### config.mk
export PLATFORM = sky130hd
export DESIGN_NAME = sec32_encoder
export DESIGN_NICKNAME = d
export VERILOG_FILES = /design/src/rtl/sec32_encoder.sv
export SDC_FILE = /design/constraint.sdc
export NUM_CORES = 1
export LEC_CHECK = 0
export ABC_CLOCK_PERIOD_IN_PS = 2300
export CAP_MARGIN = 15
export CORE_MARGIN = 2
export CORE_UTILIZATION = 52
export CTS_BUF_LIST = sky130_fd_sc_hd__clkbuf_8
export DETAILED_ROUTE_END_ITERATION = 12
export PLACE_DENSITY = 0.9
export SLEW_MARGIN = 30
export SYNTH_ARGS = -nofsm -noshare
export SYNTH_HDL_FRONTEND = slang
export SYNTH_SLANG_ARGS = --single-unit
### constraint.sdc
create_clock -name clk -period 2.3 [get_ports clk]
set_clock_uncertainty 0.2 [all_clocks]
set_input_delay 0.46 -clock clk [delete_from_list [all_inputs] [get_ports clk]]
set_output_delay 0.46 -clock clk [all_outputs]
set_load 0.005 [all_outputs]
### src/rtl/sec32_encoder.sv
// Streaming SEC check-bit generator for 32-bit words feeding a c499 corrector,
// with a 2-entry output buffer. Optional one-shot bit-flip injection: FAULT_INJ_EN.
module sec32_encoder #(
  parameter int CNT_W = 16
) (
  input  logic             clk,
  input  logic             rst,
  input  logic             in_valid,
  output logic             in_ready,
  input  logic [31:0]      in_data,
  output logic             out_valid,
  input  logic             out_ready,
  output logic [31:0]      out_data,
  output logic [7:0]       out_chk,
  output logic [CNT_W-1:0] word_cnt,
  input  logic             inj_req,
  input  logic [5:0]       inj_pos,
  output logic             inj_pending
);

  // Handshake: a word moves on a side in any cycle where valid & ready are both
  // high; valid never waits on ready, and in_ready depends only on registered occupancy.

  function automatic logic [7:0] gen_chk(input logic [31:0] d);
    logic [7:0] c;
    c[0] = d[0] ^ d[4] ^ d[8]  ^ d[12] ^ (^d[23:16]);
    c[1] = d[1] ^ d[5] ^ d[9]  ^ d[13] ^ (^d[31:24]);
    c[2] = d[2] ^ d[6] ^ d[10] ^ d[14] ^ (^d[19:16]) ^ (^d[27:24]);
    c[3] = d[3] ^ d[7] ^ d[11] ^ d[15] ^ (^d[23:20]) ^ (^d[31:28]);
    c[4] = (^d[7:0])  ^ d[16] ^ d[20] ^ d[24] ^ d[28];
    c[5] = (^d[15:8]) ^ d[17] ^ d[21] ^ d[25] ^ d[29];
    c[6] = (^d[3:0])  ^ (^d[11:8])  ^ d[18] ^ d[22] ^ d[26] ^ d[30];
    c[7] = (^d[7:4])  ^ (^d[15:12]) ^ d[19] ^ d[23] ^ d[27] ^ d[31];
    return c;
  endfunction

  logic [1:0]  occ, occ_next;
  logic        rdy_q;
  logic [39:0] ent0, ent1;
  logic [39:0] new_word;
  logic [39:0] flip_mask;
  logic        push, pop;

  assign in_ready  = rdy_q;
  assign out_valid = (occ != 2'd0);
  assign out_data  = ent0[31:0];
  assign out_chk   = ent0[39:32];
  assign push      = in_valid & rdy_q;
  assign pop       = out_valid & out_ready;
  assign new_word  = {gen_chk(in_data), in_data} ^ flip_mask;

`ifdef FAULT_INJ_EN
  logic       pend_q;
  logic [5:0] pos_q;

  // A request in the same cycle as an accept re-arms for the following word.
  always_ff @(posedge clk) begin
    if (rst) begin
      pend_q <= 1'b0;
      pos_q  <= 6'd0;
    end else if (inj_req) begin
      pend_q <= 1'b1;
      pos_q  <= inj_pos;
    end else if (push) begin
      pend_q <= 1'b0;
    end
  end

  always_comb begin
    flip_mask = '0;
    if (pend_q && (pos_q < 6'd40)) flip_mask = 40'd1 << pos_q;
  end

  assign inj_pending = pend_q;
`else
  logic unused_inj;
  assign unused_inj  = ^{inj_req, inj_pos};
  assign flip_mask   = '0;
  assign inj_pending = 1'b0;
`endif

  always_comb begin
    occ_next = occ;
    case ({push, pop})
      2'b10:   occ_next = occ + 2'd1;
      2'b01:   occ_next = occ - 2'd1;
      default: occ_next = occ;
    endcase
  end

  always_ff @(posedge clk) begin
    if (rst) begin
      occ      <= 2'd0;
      rdy_q    <= 1'b1;
      ent0     <= '0;
      ent1     <= '0;
      word_cnt <= '0;
    end else begin
      occ      <= occ_next;
      rdy_q    <= (occ_next != 2'd2);
      if (pop) word_cnt <= word_cnt + CNT_W'(1);
      if (pop && occ == 2'd2) ent0 <= ent1;
      // New word lands at the head when the buffer is (or becomes) otherwise empty.
      if (push) begin
        if (occ == 2'd0 || (occ == 2'd1 && pop)) ent0 <= new_word;
        else ent1 <= new_word;
      end
    end
  end

endmodule

# Word-level counts from Yosys, hierarchy flattened
# Cells that the tools add are included.
totals:
  reg_bits: 99
  out_inout_bits: 59
  word_cells: 74
op_classes:
  addsub: 3
  n_eq_ne: 5
  mux: 4
  n_bitwise: 39
  n_reduce_logical: 18
op_table:
  columns: ["cell", "count"]
  rows:
  - ["40-bit two-way mux", 3]
  - ["1-bit XOR", 36]
  - ["4-bit parity", 8]
  - ["8-bit parity", 4]
  - ["16-bit by 1-bit adder with 16-bit output (second input constant)", 1]
  - ["2-bit by 1-bit equality test with 1-bit output (second input constant)", 2]
  - ["2-bit equality test (second input constant)", 2]
  - ["2-bit case mux with 2 select lines", 1]
  - ["2-bit by 1-bit adder with 2-bit output (second input constant)", 1]
  - ["1-bit AND", 2]
  - ["1-bit logical AND", 2]
  - ["2-bit logical NOT", 1]
  - ["2-bit inequality test (second input constant)", 1]
  - ["2-bit AND reduction", 1]
  - ["2-bit nonzero test", 1]
  - ["2-bit by 1-bit subtractor with 2-bit output (second input constant)", 1]
  - ["1-bit logical OR", 1]
  - ["1-bit inverter", 1]

# Logic depth before layout (Yosys ltp)
# Gate-level depths: netlist of run 1.
logic_depth:
  ltp_word: 8
  depth_mapped: 9

# Worst setup path after synthesis of run 1
# No wires, ideal clock.
synth_timing:
  kind: "register -> register"
  startpoint: "register occ[0]"
  endpoint: "register ent0[10]"
  setup_ps: 91
  t_arrival_ps: 1624
  setup_slack_ps: 385
  path_stages_with_launch: 9
  n_path_buf: 2
  cell_sequence: "dfxtp_1 -> inv_1 -> ha_1 -> a21o_1 -> nand3_1 -> buf_2 -> buf_1 -> nor2_1 -> a311oi_1"
synth_between:
  elab_chain_len: 6
  elab_cells_between_ends: 11
synth_rtl:
  columns: ["element", "line_no", "text"]
  rows:
  - ["start: declaration", "37", "logic [1:0] occ, occ_next;"]
  - ["start signal: assignment", "99", "occ <= occ_next;"]
  - ["2-bit nonzero test", "45", "assign out_valid = (occ != 2'd0);"]
  - ["1-bit AND", "49", "assign pop = out_valid & out_ready;"]
  - ["1-bit logical AND (on tied branches)", "102, 105", null]
  - ["40-bit two-way mux / 1-bit logical OR (equally long branches)", "102, 105", null]
  - ["40-bit two-way mux", "105", "if (occ == 2'd0 || (occ == 2'd1 && pop)) ent0 <= new_word;"]
  - ["40-bit two-way mux (*)", "104", "if (push) begin"]
  - ["end signal: assignment", "102", "if (pop && occ == 2'd2) ent0 <= ent1;"]
  - ["end signal: assignment", "105", null]
  - ["end: declaration", "39", "logic [39:0] ent0, ent1;"]
# Mark *: on every way between the ends. The rest lies on a longest branch, timed or not.
# A chain may end at the register's enable or synchronous reset.

# Worst setup path after layout of run 1
layout_timing:
  startpoint: "register occ[0]"
  endpoint: "output port out_valid"
layout_between:
  elab_chain_len: 1
layout_rtl:
  columns: ["element", "line_no", "text"]
  rows:
  - ["2-bit nonzero test", "45", null]
  - ["end: declaration", "11", "output logic out_valid,"]
# Every way passes these cells.

==> qor.yml, run 1 <==
grt_max_degree: 49
via_per_inst: 5.69
die_w_um: 98.1
max_freq_mhz: 451
clk_pin_slew_ps: 90
pre_cts_ws_ps: -225
hold_class: "reg2reg"
syn_inst: 547
cts_setup_buffers: 0
grt-ovfl-total: 0
grt_pass1_wl_um: 21200
drv_slew: 0
syn_nets: 596
drt_iter0_markers: 306
ir_drop_mv: 0.693
num_vias: 4448
synth_ff_type: "dfxtp_1"
syn2layout_area_growth_pct: 34.7
clockRootBuffer: "clkbuf_8"
routed_wl_um: 12700
layout-drive-gt1-share_pct: 12.3
finalHoldViolCount: 0
wire_per_inst_um: 16.3
post-route-min-period_ps: 2220
ys_types: 38
cts_made_buffers: 9
path_buf_inv: 3
hpwl_um: 8820
port_buffers: 93
cts_tree: "built"
fin_cells: 782
crit_path_max_incr_delay_ps: 490
final_net_count: 718
grt.total_usage_pct: 26.9
cts-hold-fix-buffers: 0
min_period_over_period_pct: 96.4
cts_sinks: 99
grt_pass1_vias: 4480
die_y_um: 98.1
rsz0062_at_grt: "false"
synth_seq_area_share_pct: 43.0
place.gp.congestion: 0.823
final_util_pct: 71.9
drc: 0
worstSetupPathType: "reg2out"
clk_latency_ps: 350
leakage_nw: 2.29
firstDrtPassIters: 5
synth_edf_count: 0
timing.hold.ws_ps: 259
antenna_cells: 0
antenna_left: 0
syn_area_per_cell_um2: 8.42
cp.required_ps: 1640
critPathTopFamily: "buffers and inverters"
cpMaxStageDelayCell: "clkdlybuf4s50_1"
cpMostUsedCell: "inv_1"
maxCapViolations: 0
n_fill_cell: 611
worstSetupEndpointType: "output port"
setup_slack_ps: 81.9
dp_cells: 766
finalSetupViolations: 0
io_pins: 102
htreeDepth: 3
fp.coreArea_um2: 8640
critPathMaxFanout: 8
arrival_ps: 1560
outcome: "complete, no violations"
die-area_um2: 9630
synth-seq-cells: 99
initial_utilization_pct: 53.3
cts.path.max_buffers: 2
cp_cell_sequence: "inv_1 -> ha_2 -> inv_1 -> clkdlybuf4s50_1"
p_per_area_nw_per_um2: 1020
yosys_warnings: 0
antenna_found_initial: 0
rows: 34
cp-start-kind: "flip-flop"
async_reset_ff_share_pct: 0
syn_area_um2: 4610
==> what timing repair did <==
item	4_1_cts	5_1_grt
pin swaps	0	1
hold endpoints to repair	0	0
setup endpoints to repair	1	3
gates resized for setup	1	1
==> cell usage after synthesis, types with 6 or more instances <==
library cell  count  area, um^2
xnor3_1           7         158
a21oi_1          47         235
a221oi_2          6        90.1
ha_1              6        75.1
a311oi_1         32         280
dfxtp_1          99        1980
a211oi_1         11        82.6
nor2_1           54         203
xnor2_1          42         368
xor2_1           14         123
clkbuf_1         30         113
nand2_1         148         556
==> cell families (layout without fill, tap and decap cells) <==
kind of cell	Yosys count	count (layout)	synth area share, %
flip-flops	99	99	43.0
AND/OR/NAND/NOR	230	230	20.4
AO/OA/AOI/OAI	103	103	15.9
XOR/XNOR	66	66	15.3
buffers and inverters	42	169	3.61
other	1	1	0.0814
adder cells (fa/ha/maj)	6	6	1.63
==> report_power, final <==
group / total (mW) / internal (mW) / switching [mW]
sequential: 2.45 / 2.18 / 0.273
clock: 1.12 / 0.524 / 0.599
combinational: 2.76 / 1.40 / 1.36
total: 6.33 / 4.10 / 2.23
==> layout make-up <==
cell class	instances	area, um^2	area share, %
Multi-Input combinational cell	406	2470	39.8
Sequential cell	99	1980	32.0
Timing Repair Buffer	148	1400	22.6
Clock buffer	10	138	2.22
Tap cell	108	135	2.18
Clock inverter	6	57.6	0.927
Inverter	5	18.8	0.302
==> cell usage in the layout, fill, tap and decap left out, drive strengths merged, types with 2 or more instances in the layout <==
master | synthesis | layout
inv | 5 | 7
dfxtp | 99 | 99
xor2 | 14 | 14
nand2 | 148 | 148
a21oi | 47 | 47
a211oi | 11 | 11
nand3 | 5 | 5
ha | 6 | 6
a311oi | 32 | 32
a221oi | 7 | 7
buf | 7 | 56
xnor3 | 8 | 8
nor2 | 54 | 54
o21ai | 4 | 4
or3 | 4 | 4
clkinvlp | 0 | 2
nand4 | 4 | 4
clkdlybuf4s50 | 0 | 92
xnor2 | 44 | 44
and4 | 2 | 2
clkbuf | 30 | 10
nor3 | 3 | 3
==> registers in the layout, summed over array words and instances, names as in the netlist <==
signal	flops
ent0	40
ent1	40
word_cnt	16
occ	2
in_ready	1
==> per-stage QoR <==
step                cell area [um^2]  setup TNS [ps]  total power [mW]
CTS                             6200               0              6.33
finish                          6210               0              6.33
floorplan                       4610               0              3.93
detailed placement              6010           -2700              5.21
global route                    6210               0              6.72
global placement                6010           -1850              5.06
==> routing by layer <==
layer	part of all wire, %	wire (um)	GRT usage (%)	up-vias
met1	40	5040	33.0	2115
met3	7.1	900	5.23	40
li1	-	-	-	2093
met2	51	6480	46.7	200
met4	2.5	316	10.7	0
met5	0	0	0	-
==> worst reg2reg max path, delay by kind of cell (launching register included) <==
family	cells	cell delay, ps
DFF	1	360
and+or+nand+nor	3	450
AOI/OAI and AO/OA	2	310
buffers and inverters	2	170
adders and majority gates	2	390
==> path summary, 6_finish.rpt <==
kind / startpoint / endpoint / slack (ps) / depth (start not counted)
max: occ[0] / out_valid / 80 / 4
min: ent1[11] / ent1[11] / 260 / 2
max reg2reg: occ[0] / in_ready / 320 / 9
min reg2reg: ent1[11] / ent1[11] / 260 / 2
Note: power is estimated with default switching activity, not from simulation.
==> run 2, diff against run 1 <==
- GPL_ROUTABILITY_DRIVEN: not set -> 0
==> results of run 2 <==
No change in the layout: final DEF, timing and power equal those of run 1.
==> run 3, diff against run 2 <==
- CORE_MARGIN: 2 -> 1
- TNS_END_PERCENT: not set -> 30
==> qor.yml, run 3 (synthesized netlist as in run 1, its figures left out) <==
outcome: "complete, no violations"
grt-ovfl-total: 0  # unchanged
clk_pin_slew_ps: 100  # about the same
drv_slew: 0  # unchanged
final_util_pct: 75.5  # +3.6 points
clk_latency_ps: 370  # +20 ps
cts_made_buffers: 9  # unchanged
layout_common_cells: "nand2_1, dfxtp_1, clkdlybuf4s50_1"
wire_per_inst_um: 17.8  # +9.0%
worstSetupEndpointType: "output port"
hold_class: "reg2reg"
grt_pass1_wl_um: 22100  # +4.1%
maxCapViolations: 0  # unchanged
cts_sinks: 99  # unchanged
finalHoldViolCount: 0  # unchanged
p_per_area_nw_per_um2: 1070  # +4.9%
rows: 33  # -2.9%
num_vias: 4662  # +4.8%
die_y_um: 96.1  # -2.0%
clockRootBuffer: "clkbuf_8"
firstDrtPassIters: 7  # +2
cts-hold-fix-buffers: 0  # unchanged
hpwl_um: 9420  # +6.8%
syn2layout_area_growth_pct: 37.4
cp.required_ps: 1640  # about the same
arrival_ps: 1580  # +20 ps
routed_wl_um: 13900  # +9.4%
antenna_left: 0  # unchanged
cp-start-kind: "flip-flop"
antenna_found_initial: 0  # unchanged
post-route-min-period_ps: 2240  # +17.0 ps
ir_drop_mv: 0.596  # -14%
rsz0062_at_grt: "false"
top_regs: "ent0 x40, ent1 x40, word_cnt x16"
via_per_inst: 5.94  # +4.4%
initial_utilization_pct: 54.9  # +1.6 points
grt_max_degree: 47  # -4.1%
cts.path.max_buffers: 2  # unchanged
grt.total_usage_pct: 31.5  # +4.5 points
design_area_um2: 6330  # +2.0%
regArea_um2: 1980  # unchanged
die_w_um: 96.1  # -2.0%
cts_setup_buffers: 0  # unchanged
min_period_over_period_pct: 97.2  # +0.74 points
n_fill_cell: 567  # -7.2%
setup_tns_ps: 0  # unchanged
layout-drive-gt1-share_pct: 13.2  # +0.92 points
io_pins: 102  # unchanged
grt_pass1_vias: 4651  # +3.8%
drc: 0  # unchanged
drt_iter0_markers: 303  # -0.98%
fp.coreArea_um2: 8380  # -2.9%
htreeDepth: 3  # unchanged
power.total_mw: 6.78  # +7.0%
port_buffers: 93  # unchanged
final_common_cell: "nand2_1"
antenna_cells: 0  # unchanged
final_net_count: 724  # +0.84%
finalSetupViolations: 0  # unchanged
worstSetupPathType: "reg2out"
die-area_um2: 9240  # -4.0%
place_area_um2: 6070  # +1.1%
critPathMaxFanout: 8  # unchanged
leakage_nw: 2.36  # +2.8%
cts_tree: "built"
multi_input_area_um2: 2480  # +0.40%
max_freq_mhz: 447  # -0.76%
-- run 3: changes by cell type in the layout (fill, tap and decap cells not counted), sizes merged --
cell      before  now
buf           56   62
bufinv         1    3
clkinvlp       2    0
clkbuf        10    9
clkinv         1    2
-- run 3: cell type report --
cell class | count | area share (%)
well taps | 105 | 2.08
repair buffers | 154 | 23.3
multi-input cells | 406 | 39.2
inverters | 5 | 0.297
clock inverters | 7 | 1.84
clock buffers | 9 | 1.96
flip-flops and latches | 99 | 31.3
-- run 3: power by group --
group | switching (mW) | total [mW] | internal (mW)
clock network | 0.628 | 1.35 | 0.723
registers | 0.285 | 2.46 | 2.18
logic | 1.46 | 2.96 | 1.50
total | 2.37 | 6.78 | 4.41
-- run 3: final timing paths --
kind,startpoint,to,slack [ps],depth (start not counted)
max,occ[0],out_valid,60,4
min,ent1[16],ent1[16],260,2
max reg2reg,occ[0],word_cnt[15],180,6
min reg2reg,ent1[16],ent1[16],260,2
-- run 3: critical path, stage by stage (launching register included) --
cell and delay, ps:
dfxtp_2 370, inv_1 100, ha_4 200, inv_1 50, clkdlybuf4s50_1 490
-- run 3: through the flow --
stage | hold slack [ps] | instances | setup slack (ps)
2_1_floorplan | 237 | 547 | 385
3_3_place_gp | 242 | 769 | -133
3_5_place_dp | 248 | 769 | -291
4_1_cts | 262 | 785 | 39.7
5_1_grt | 277 | 785 | 4.02
6_report | 261 | 785 | 64.9
-- run 3: routing by layer --
| metal | wire, um | share of wire, % | vias to the layer above | GRT usage [%] |
|---|---|---|---|---|
| li1 | - | - | 2115 | - |
| met1 | 5320 | 38 | 2231 | 34.9 |
| met2 | 7160 | 51 | 255 | 55.9 |
| met3 | 927 | 6.6 | 61 | 6.64 |
| met4 | 534 | 3.8 | 0 | 17.2 |
| met5 | 0 | 0 | - | 0 |
-- run 3: what timing repair did --
action,in CTS,in global routing
setup endpoints to repair,1,1
endpoints found under the hold margin,0,0
gates resized for setup,2,1
